`src/rtl/exe_div.sv`:
```
// rtl/exe_div.sv - multi-cycle restoring divider for RV32M DIV/DIVU/REM/REMU
// Optional feature macro: DIV_FAST_SPECIAL_EN (divide-by-zero and signed
// overflow finish via START->END in two cycles instead of the full CALC pass).
module exe_div #(
  parameter int DATA_W = 32,
  parameter int CNT_W  = 6
) (
  input  logic              clk_i,
  input  logic              rst_n_i,
  input  logic              start_i,
  input  logic [1:0]        op_i,
  input  logic [DATA_W-1:0] dividend_i,
  input  logic [DATA_W-1:0] divisor_i,
  input  logic [4:0]        reg_waddr_i,
  input  logic              flush_i,
  output logic [DATA_W-1:0] result_o,
  output logic              ready_o,
  output logic [4:0]        reg_waddr_o,
  output logic              busy_o,
  output logic              stall_req_o
);

  typedef enum logic [1:0] {
    S_IDLE  = 2'd0,
    S_START = 2'd1,
    S_CALC  = 2'd2,
    S_END   = 2'd3
  } state_t;

  state_t            r_state;
  logic [1:0]        r_op;
  logic [4:0]        r_waddr_cap;
  logic [DATA_W-1:0] r_dividend;
  logic [DATA_W-1:0] r_divisor;
  logic [DATA_W-1:0] r_dvsr;
  logic [DATA_W-1:0] r_rem;
  logic [DATA_W-1:0] r_quot;
  logic [CNT_W-1:0]  r_cnt;
  logic              r_neg_q;
  logic              r_neg_r;
  logic [DATA_W-1:0] r_result;
  logic              r_ready;
  logic [4:0]        r_waddr_o;

  // Operand signs only matter for the signed ops (op[0] == 0).
  logic              w_sign_a;
  logic              w_sign_b;
  logic [DATA_W-1:0] w_abs_a;
  logic [DATA_W-1:0] w_abs_b;
  logic              w_div_nz;

  assign w_sign_a = r_dividend[DATA_W-1] & ~r_op[0];
  assign w_sign_b = r_divisor[DATA_W-1] & ~r_op[0];
  assign w_abs_a  = w_sign_a ? (~r_dividend + 1'b1) : r_dividend;
  assign w_abs_b  = w_sign_b ? (~r_divisor + 1'b1) : r_divisor;
  assign w_div_nz = |r_divisor;

  // One restoring step: the trial difference is one bit wider than the
  // operands so its MSB is the borrow that decides the quotient bit.
  logic [DATA_W:0]   w_shift;
  logic [DATA_W:0]   w_trial;
  logic [DATA_W-1:0] w_q_nxt;
  logic [DATA_W-1:0] w_r_nxt;
  logic [DATA_W-1:0] w_q_fix;
  logic [DATA_W-1:0] w_r_fix;
  logic              w_last;

  assign w_shift = {r_rem, r_quot[DATA_W-1]};
  assign w_trial = w_shift - {1'b0, r_dvsr};
  assign w_q_nxt = {r_quot[DATA_W-2:0], ~w_trial[DATA_W]};
  assign w_r_nxt = w_trial[DATA_W] ? w_shift[DATA_W-1:0] : w_trial[DATA_W-1:0];
  assign w_q_fix = r_neg_q ? (~w_q_nxt + 1'b1) : w_q_nxt;
  assign w_r_fix = r_neg_r ? (~w_r_nxt + 1'b1) : w_r_nxt;
  assign w_last  = (r_cnt == CNT_W'(DATA_W - 1));

`ifdef DIV_FAST_SPECIAL_EN
  // Short-circuit results for the two cases RISC-V defines explicitly.
  logic              w_div_zero;
  logic              w_ovf;
  logic              w_special;
  logic [DATA_W-1:0] w_sp_quot;
  logic [DATA_W-1:0] w_sp_rem;

  assign w_div_zero = ~w_div_nz;
  assign w_ovf      = ~r_op[0] & (r_dividend == {1'b1, {(DATA_W-1){1'b0}}}) & (&r_divisor);
  assign w_special  = w_div_zero | w_ovf;
  assign w_sp_quot  = w_div_zero ? {DATA_W{1'b1}} : r_dividend;
  assign w_sp_rem   = w_div_zero ? r_dividend : {DATA_W{1'b0}};
`endif

  // Divider FSM: capture, setup, iterate, then publish a one-cycle result.
  always_ff @(posedge clk_i or negedge rst_n_i) begin
    if (!rst_n_i) begin
      r_state     <= S_IDLE;
      r_op        <= 2'b00;
      r_waddr_cap <= 5'd0;
      r_dividend  <= '0;
      r_divisor   <= '0;
      r_dvsr      <= '0;
      r_rem       <= '0;
      r_quot      <= '0;
      r_cnt       <= '0;
      r_neg_q     <= 1'b0;
      r_neg_r     <= 1'b0;
      r_result    <= '0;
      r_ready     <= 1'b0;
      r_waddr_o   <= 5'd0;
    end else begin
      r_ready <= 1'b0;
      case (r_state)
        S_IDLE: begin
          if (start_i && !flush_i) begin
            r_op        <= op_i;
            r_waddr_cap <= reg_waddr_i;
            r_dividend  <= dividend_i;
            r_divisor   <= divisor_i;
            r_state     <= S_START;
          end
        end
        S_START: begin
          if (flush_i) begin
            r_state <= S_IDLE;
          end else begin
            r_rem   <= '0;
            r_quot  <= w_abs_a;
            r_dvsr  <= w_abs_b;
            r_cnt   <= '0;
            // A zero divisor leaves the all-ones quotient unsigned-looking.
            r_neg_q <= (w_sign_a ^ w_sign_b) & w_div_nz;
            r_neg_r <= w_sign_a;
`ifdef DIV_FAST_SPECIAL_EN
            if (w_special) begin
              r_result  <= r_op[1] ? w_sp_rem : w_sp_quot;
              r_ready   <= 1'b1;
              r_waddr_o <= r_waddr_cap;
              r_state   <= S_END;
            end else begin
              r_state <= S_CALC;
            end
`else
            r_state <= S_CALC;
`endif
          end
        end
        S_CALC: begin
          if (flush_i) begin
            r_state <= S_IDLE;
          end else begin
            r_rem  <= w_r_nxt;
            r_quot <= w_q_nxt;
            r_cnt  <= r_cnt + 1'b1;
            if (w_last) begin
              r_result  <= r_op[1] ? w_r_fix : w_q_fix;
              r_ready   <= 1'b1;
              r_waddr_o <= r_waddr_cap;
              r_state   <= S_END;
            end
          end
        end
        default: begin
          r_state <= S_IDLE;
        end
      endcase
    end
  end

  assign result_o    = r_result;
  assign ready_o     = r_ready & ~flush_i;
  assign reg_waddr_o = r_waddr_o;
  assign busy_o      = (r_state != S_IDLE);
  assign stall_req_o = ((r_state == S_IDLE) & start_i & ~flush_i) |
                       (r_state == S_START) | (r_state == S_CALC);

endmodule

```
`config.mk`:
```
export PLATFORM = sky130hd
export DESIGN_NAME = exe_div
export DESIGN_NICKNAME = d
export VERILOG_FILES = /design/src/rtl/exe_div.sv
export SDC_FILE = /design/constraint.sdc
export NUM_CORES = 1
export LEC_CHECK = 0
export BUFFER_PORTS_ARGS = -buffer_cell sky130_fd_sc_hd__clkbuf_2
export CELL_PAD_IN_SITES_DETAIL_PLACEMENT = 2
export CELL_PAD_IN_SITES_GLOBAL_PLACEMENT = 2
export CORE_AREA = 2 2 206 208
export DETAILED_ROUTE_END_ITERATION = 8
export DIE_AREA = 0 0 208 210
export HOLD_SLACK_MARGIN = 0.08
export PLACE_DENSITY_LB_ADDON = 0.12
export SYNTH_ARGS = -nofsm -noshare
export SYNTH_HDL_FRONTEND = slang
export SYNTH_SLANG_ARGS = --single-unit
```
`constraint.sdc`:
```
create_clock -name clk_i -period 4.5 [get_ports clk_i]
set_input_delay 0.9 -clock clk_i [delete_from_list [all_inputs] [get_ports clk_i]]
set_output_delay 0.9 -clock clk_i [all_outputs]
set_load 0.05 [all_outputs]
```
==> reports/qor.yml <==
synth_top_area_frac: 0.386
required_ns: 5.02
power_density_mw_per_mm2: 934
synth_xor_area_frac: 0.0804
grt_pass1_vias: 13889
cellInternalPower_mw: 7.75
cts_hold_buf: 0
maxCapViolCount: 0
yosys_warnings: 0
port_buffers: 114
grt_pass1_wl_mm: 82.1
path_max_fanout: 5
cts_tree: "yes"
nets: 1859
async_reset_ff_frac: 1.00
criticalPathCategory: "reg2reg"
io_pins: 115
cp.arrival_ns: 4.80
gp_congestion: 0.865
r2r-end: "result_o[31]"
syn-cell-area_sq_mm: 0.0139
routedWlPerCell_microns: 22.7
cts_made_buffers: 28
synth-edff-count: 0
place.detailed.hpwl_mm: 40.4
worst_pin_slew_ns: 1.15
fin_setup_tns_ns: 0
finalHoldViolCount: 0
clock_latency_ns: 0.60
p_seq_frac: 0.211
antenna_found_initial: 1
drc: 0
synth_top_family_by_area: "compound AO/OA/AOI/OAI gates"
ant_nets: 0
antennaDiodeCount: 0
postSynthAreaPerCell_sq_um: 8.71
rows: 75
critPathLaunch: "r_rem[2]"
yosys.area.top_type: "dfrtp_1"
firstDrtPassIters: 5
skew_ns: 0.0366
final_max_slew_viol_count: 0
critPathCaptureType: "flip-flop"
cts_max_path_buffers: 3
ys_seq_elements: 215
core_area_sq_mm: 0.0415
synthCells: 1601
rrSetupSlack_ns: 0.22
yosys-top-cells-area: "dfrtp_1 (39%), o21ai_0 (6.8%), mux2_2 (6.1%)"
status: "complete, no violations"
drt-total-wl_mm: 52.3
finalCritPeriodShare: 0.952
p_comb_frac: 0.637
peakVddDrop_uv: 312
htreeDepth: 1
leakagePower_nw: 7.25
synth_flop_cell: "dfrtp_1"
die_w_microns: 208
clk_pin_slew_worst_paths_ns: 0.06
yosys.area_share.simple: 0.167
p_sw_mw: 7.83
crit_chain: "ha_1 > nand2_1 > a211oi_2 > o21ai_0 > o31ai_1 > xor2_1 > or4_4 > o32a_4 > nor3b_1 > nor4b_2 > mux2_2 > o21ai_1"
vias_per_cell: 5.56
synth_seq_area_share: 0.386
drive_above_1_share: 0.212
clkPwrFrac: 0.152
synth_cell_type_count: 82
root_buffer: "clkbuf_16"
max_freq_mhz: 234
initial_core_util: 0.336
synthAdderAreaFrac: 0.0346
power.total_mw: 15.6
die_y_microns: 210
grt_remaining_overflow: 0
drt-initial-drc-count: 689
place_ws_ns: -0.0687
grt_use_total: 0.239
grt_max_degree: 76
synth_nets: 1714
slowest_stage: "or4_4"
vias: 12811
cts.sinks: 215
p_sw_frac: 0.503
critPathLaunchType: "flip-flop"
hp-class: "in2async"
period_minus_slack_ns: 4.28
fin_ws_ns: 0.218
worstRegToRegCells: 12
dieArea_sq_mm: 0.0437
r2r_start: "r_rem[2]"
cp_slowest_stage_delay_ns: 0.56
synthMuxAreaShare: 0.0874
max-slew-margin-rel: 0.231
area_growth_pct: 19.6
synth_compound_gate_area_share: 0.205
setup_viol: 0
flip-flops by register name, indices dropped and copies added (netlist names):
register,flops
r_neg_q,1
r_waddr_cap,5
r_op,2
r_dividend,32
reg_waddr_o,5
r_rem,32
r_quot,32
r_cnt,6
r_state,2
r_divisor,32
r_ready,1
r_dvsr,32
result_o,32
r_neg_r,1
cell families after synthesis:
family,Yosys count
compound gates,478
mux,111
fa+ha+maj,38
simple gates,493
flops,215
buf+inv,138
xor+xnor,128
per-stage QoR:
stage | hold WS (ns) | instance area (sq um) | utilization | instances
2_1_floorplan | 0.442 | 14000 | - | 1601
3_3_place_gp | 0.451 | 15500 | 0.374 | 2249
3_5_place_dp | 0.472 | 15500 | 0.374 | 2249
4_1_cts | 0.269 | 16500 | 0.398 | 2300
5_1_grt | 0.284 | 16700 | 0.402 | 2306
6_report | 0.254 | 16700 | 0.402 | 2306
cell usage after synthesis, drive strengths merged, types with 3 or more instances:
| cell | number |
|---|---|
| a31oi | 20 |
| a22o | 4 |
| or4 | 11 |
| ha | 37 |
| o21ai | 193 |
| and2 | 3 |
| mux2i | 35 |
| nor2 | 104 |
| o21bai | 3 |
| clkbuf | 61 |
| o211ai | 8 |
| a21boi | 3 |
| o21a | 6 |
| nor3b | 7 |
| dfrtp | 215 |
| o41ai | 11 |
| nor4 | 20 |
| or2 | 8 |
| nor4b | 4 |
| a41oi | 3 |
| and3 | 9 |
| or3 | 20 |
| buf | 19 |
| o31ai | 36 |
| nand4 | 9 |
| nand2 | 213 |
| o221ai | 4 |
| a21o | 17 |
| xor2 | 66 |
| nor2b | 9 |
| o22ai | 3 |
| a211oi | 7 |
| nand3 | 13 |
| a21oi | 135 |
| nand2b | 13 |
| xnor2 | 62 |
| nor3 | 38 |
| o211a | 3 |
| mux2 | 76 |
| inv | 58 |
worst max-delay path, delay by kind of cell, from the launching register on:
family	cells	cell delay (ns)
DFF	1	0.40
muxes	1	0.39
AOI/OAI and AO/OA	5	1.61
and+or+nand+nor	4	1.27
adders and majority gates	1	0.38
xor gates and xnor gates	1	0.17
power by group through the flow:
stage	sequential [mW]	combinational [mW]	clock [mW]
after CTS	3.27	9.69	2.44
after detailed placement	3.30	9.59	0
after floorplan	3.01	6.19	0
after global routing	3.38	10.9	2.51
after global placement	3.27	9.32	0
final	3.28	9.92	2.37
area by class of cell:
class,instances,area (sq um)
Timing Repair Buffer,195,1220
Clock buffer,37,764
Sequential cell,215,5380
Clock inverter,14,201
Inverter,58,223
Tap cell,539,674
Multi-Input combinational cell,1248,8220
Fill cell,4644,24800
placed cells by master (no fill, tap or decap), types with 34 or more instances in the layout:
cell type | synthesis | layout
xor2_1 | 66 | 66
mux2_2 | 76 | 76
buf_4 | 4 | 78
nand2_1 | 213 | 213
clkbuf_2 | 1 | 113
inv_1 | 57 | 57
nor2_1 | 103 | 101
nor3_1 | 38 | 36
dfrtp_1 | 215 | 215
xnor2_1 | 62 | 61
o31ai_1 | 36 | 34
a21oi_1 | 131 | 128
o21ai_0 | 190 | 187
worst max path at each step:
stage / end / slack [ns] / cells past startpoint
2_1_floorplan: result_o[26] / 0.02 / 25
3_3_place_gp: result_o[24] / 0.12 / 15
3_5_place_dp: result_o[24] / -0.07 / 15
4_1_cts: result_o[28] / 0.02 / 23
5_1_grt: result_o[28] / -0.01 / 17
6_report: result_o[31] / 0.22 / 12
metal layers:
| layer | track usage | wire length, microns | vias to the layer above | part of all wire |
|---|---|---|---|---|
| met1 | 0.339 | 24800 | 6503 | 0.47 |
| met4 | 0.0602 | 1100 | 0 | 0.021 |
| met3 | 0.0246 | 2060 | 59 | 0.039 |
| met2 | 0.392 | 24300 | 226 | 0.46 |
| li1 | - | - | 6023 | - |
| met5 | 0 | 0 | - | 0 |
what timing repair did:
action | 4_1_cts | 5_1_grt
resized for setup | 2 | 30
setup endpoints to repair | 5 | 19
buffers inserted | 0 | 6
pin swaps | 0 | 9
No activity file was read; power rests on OpenSTA's default activity.
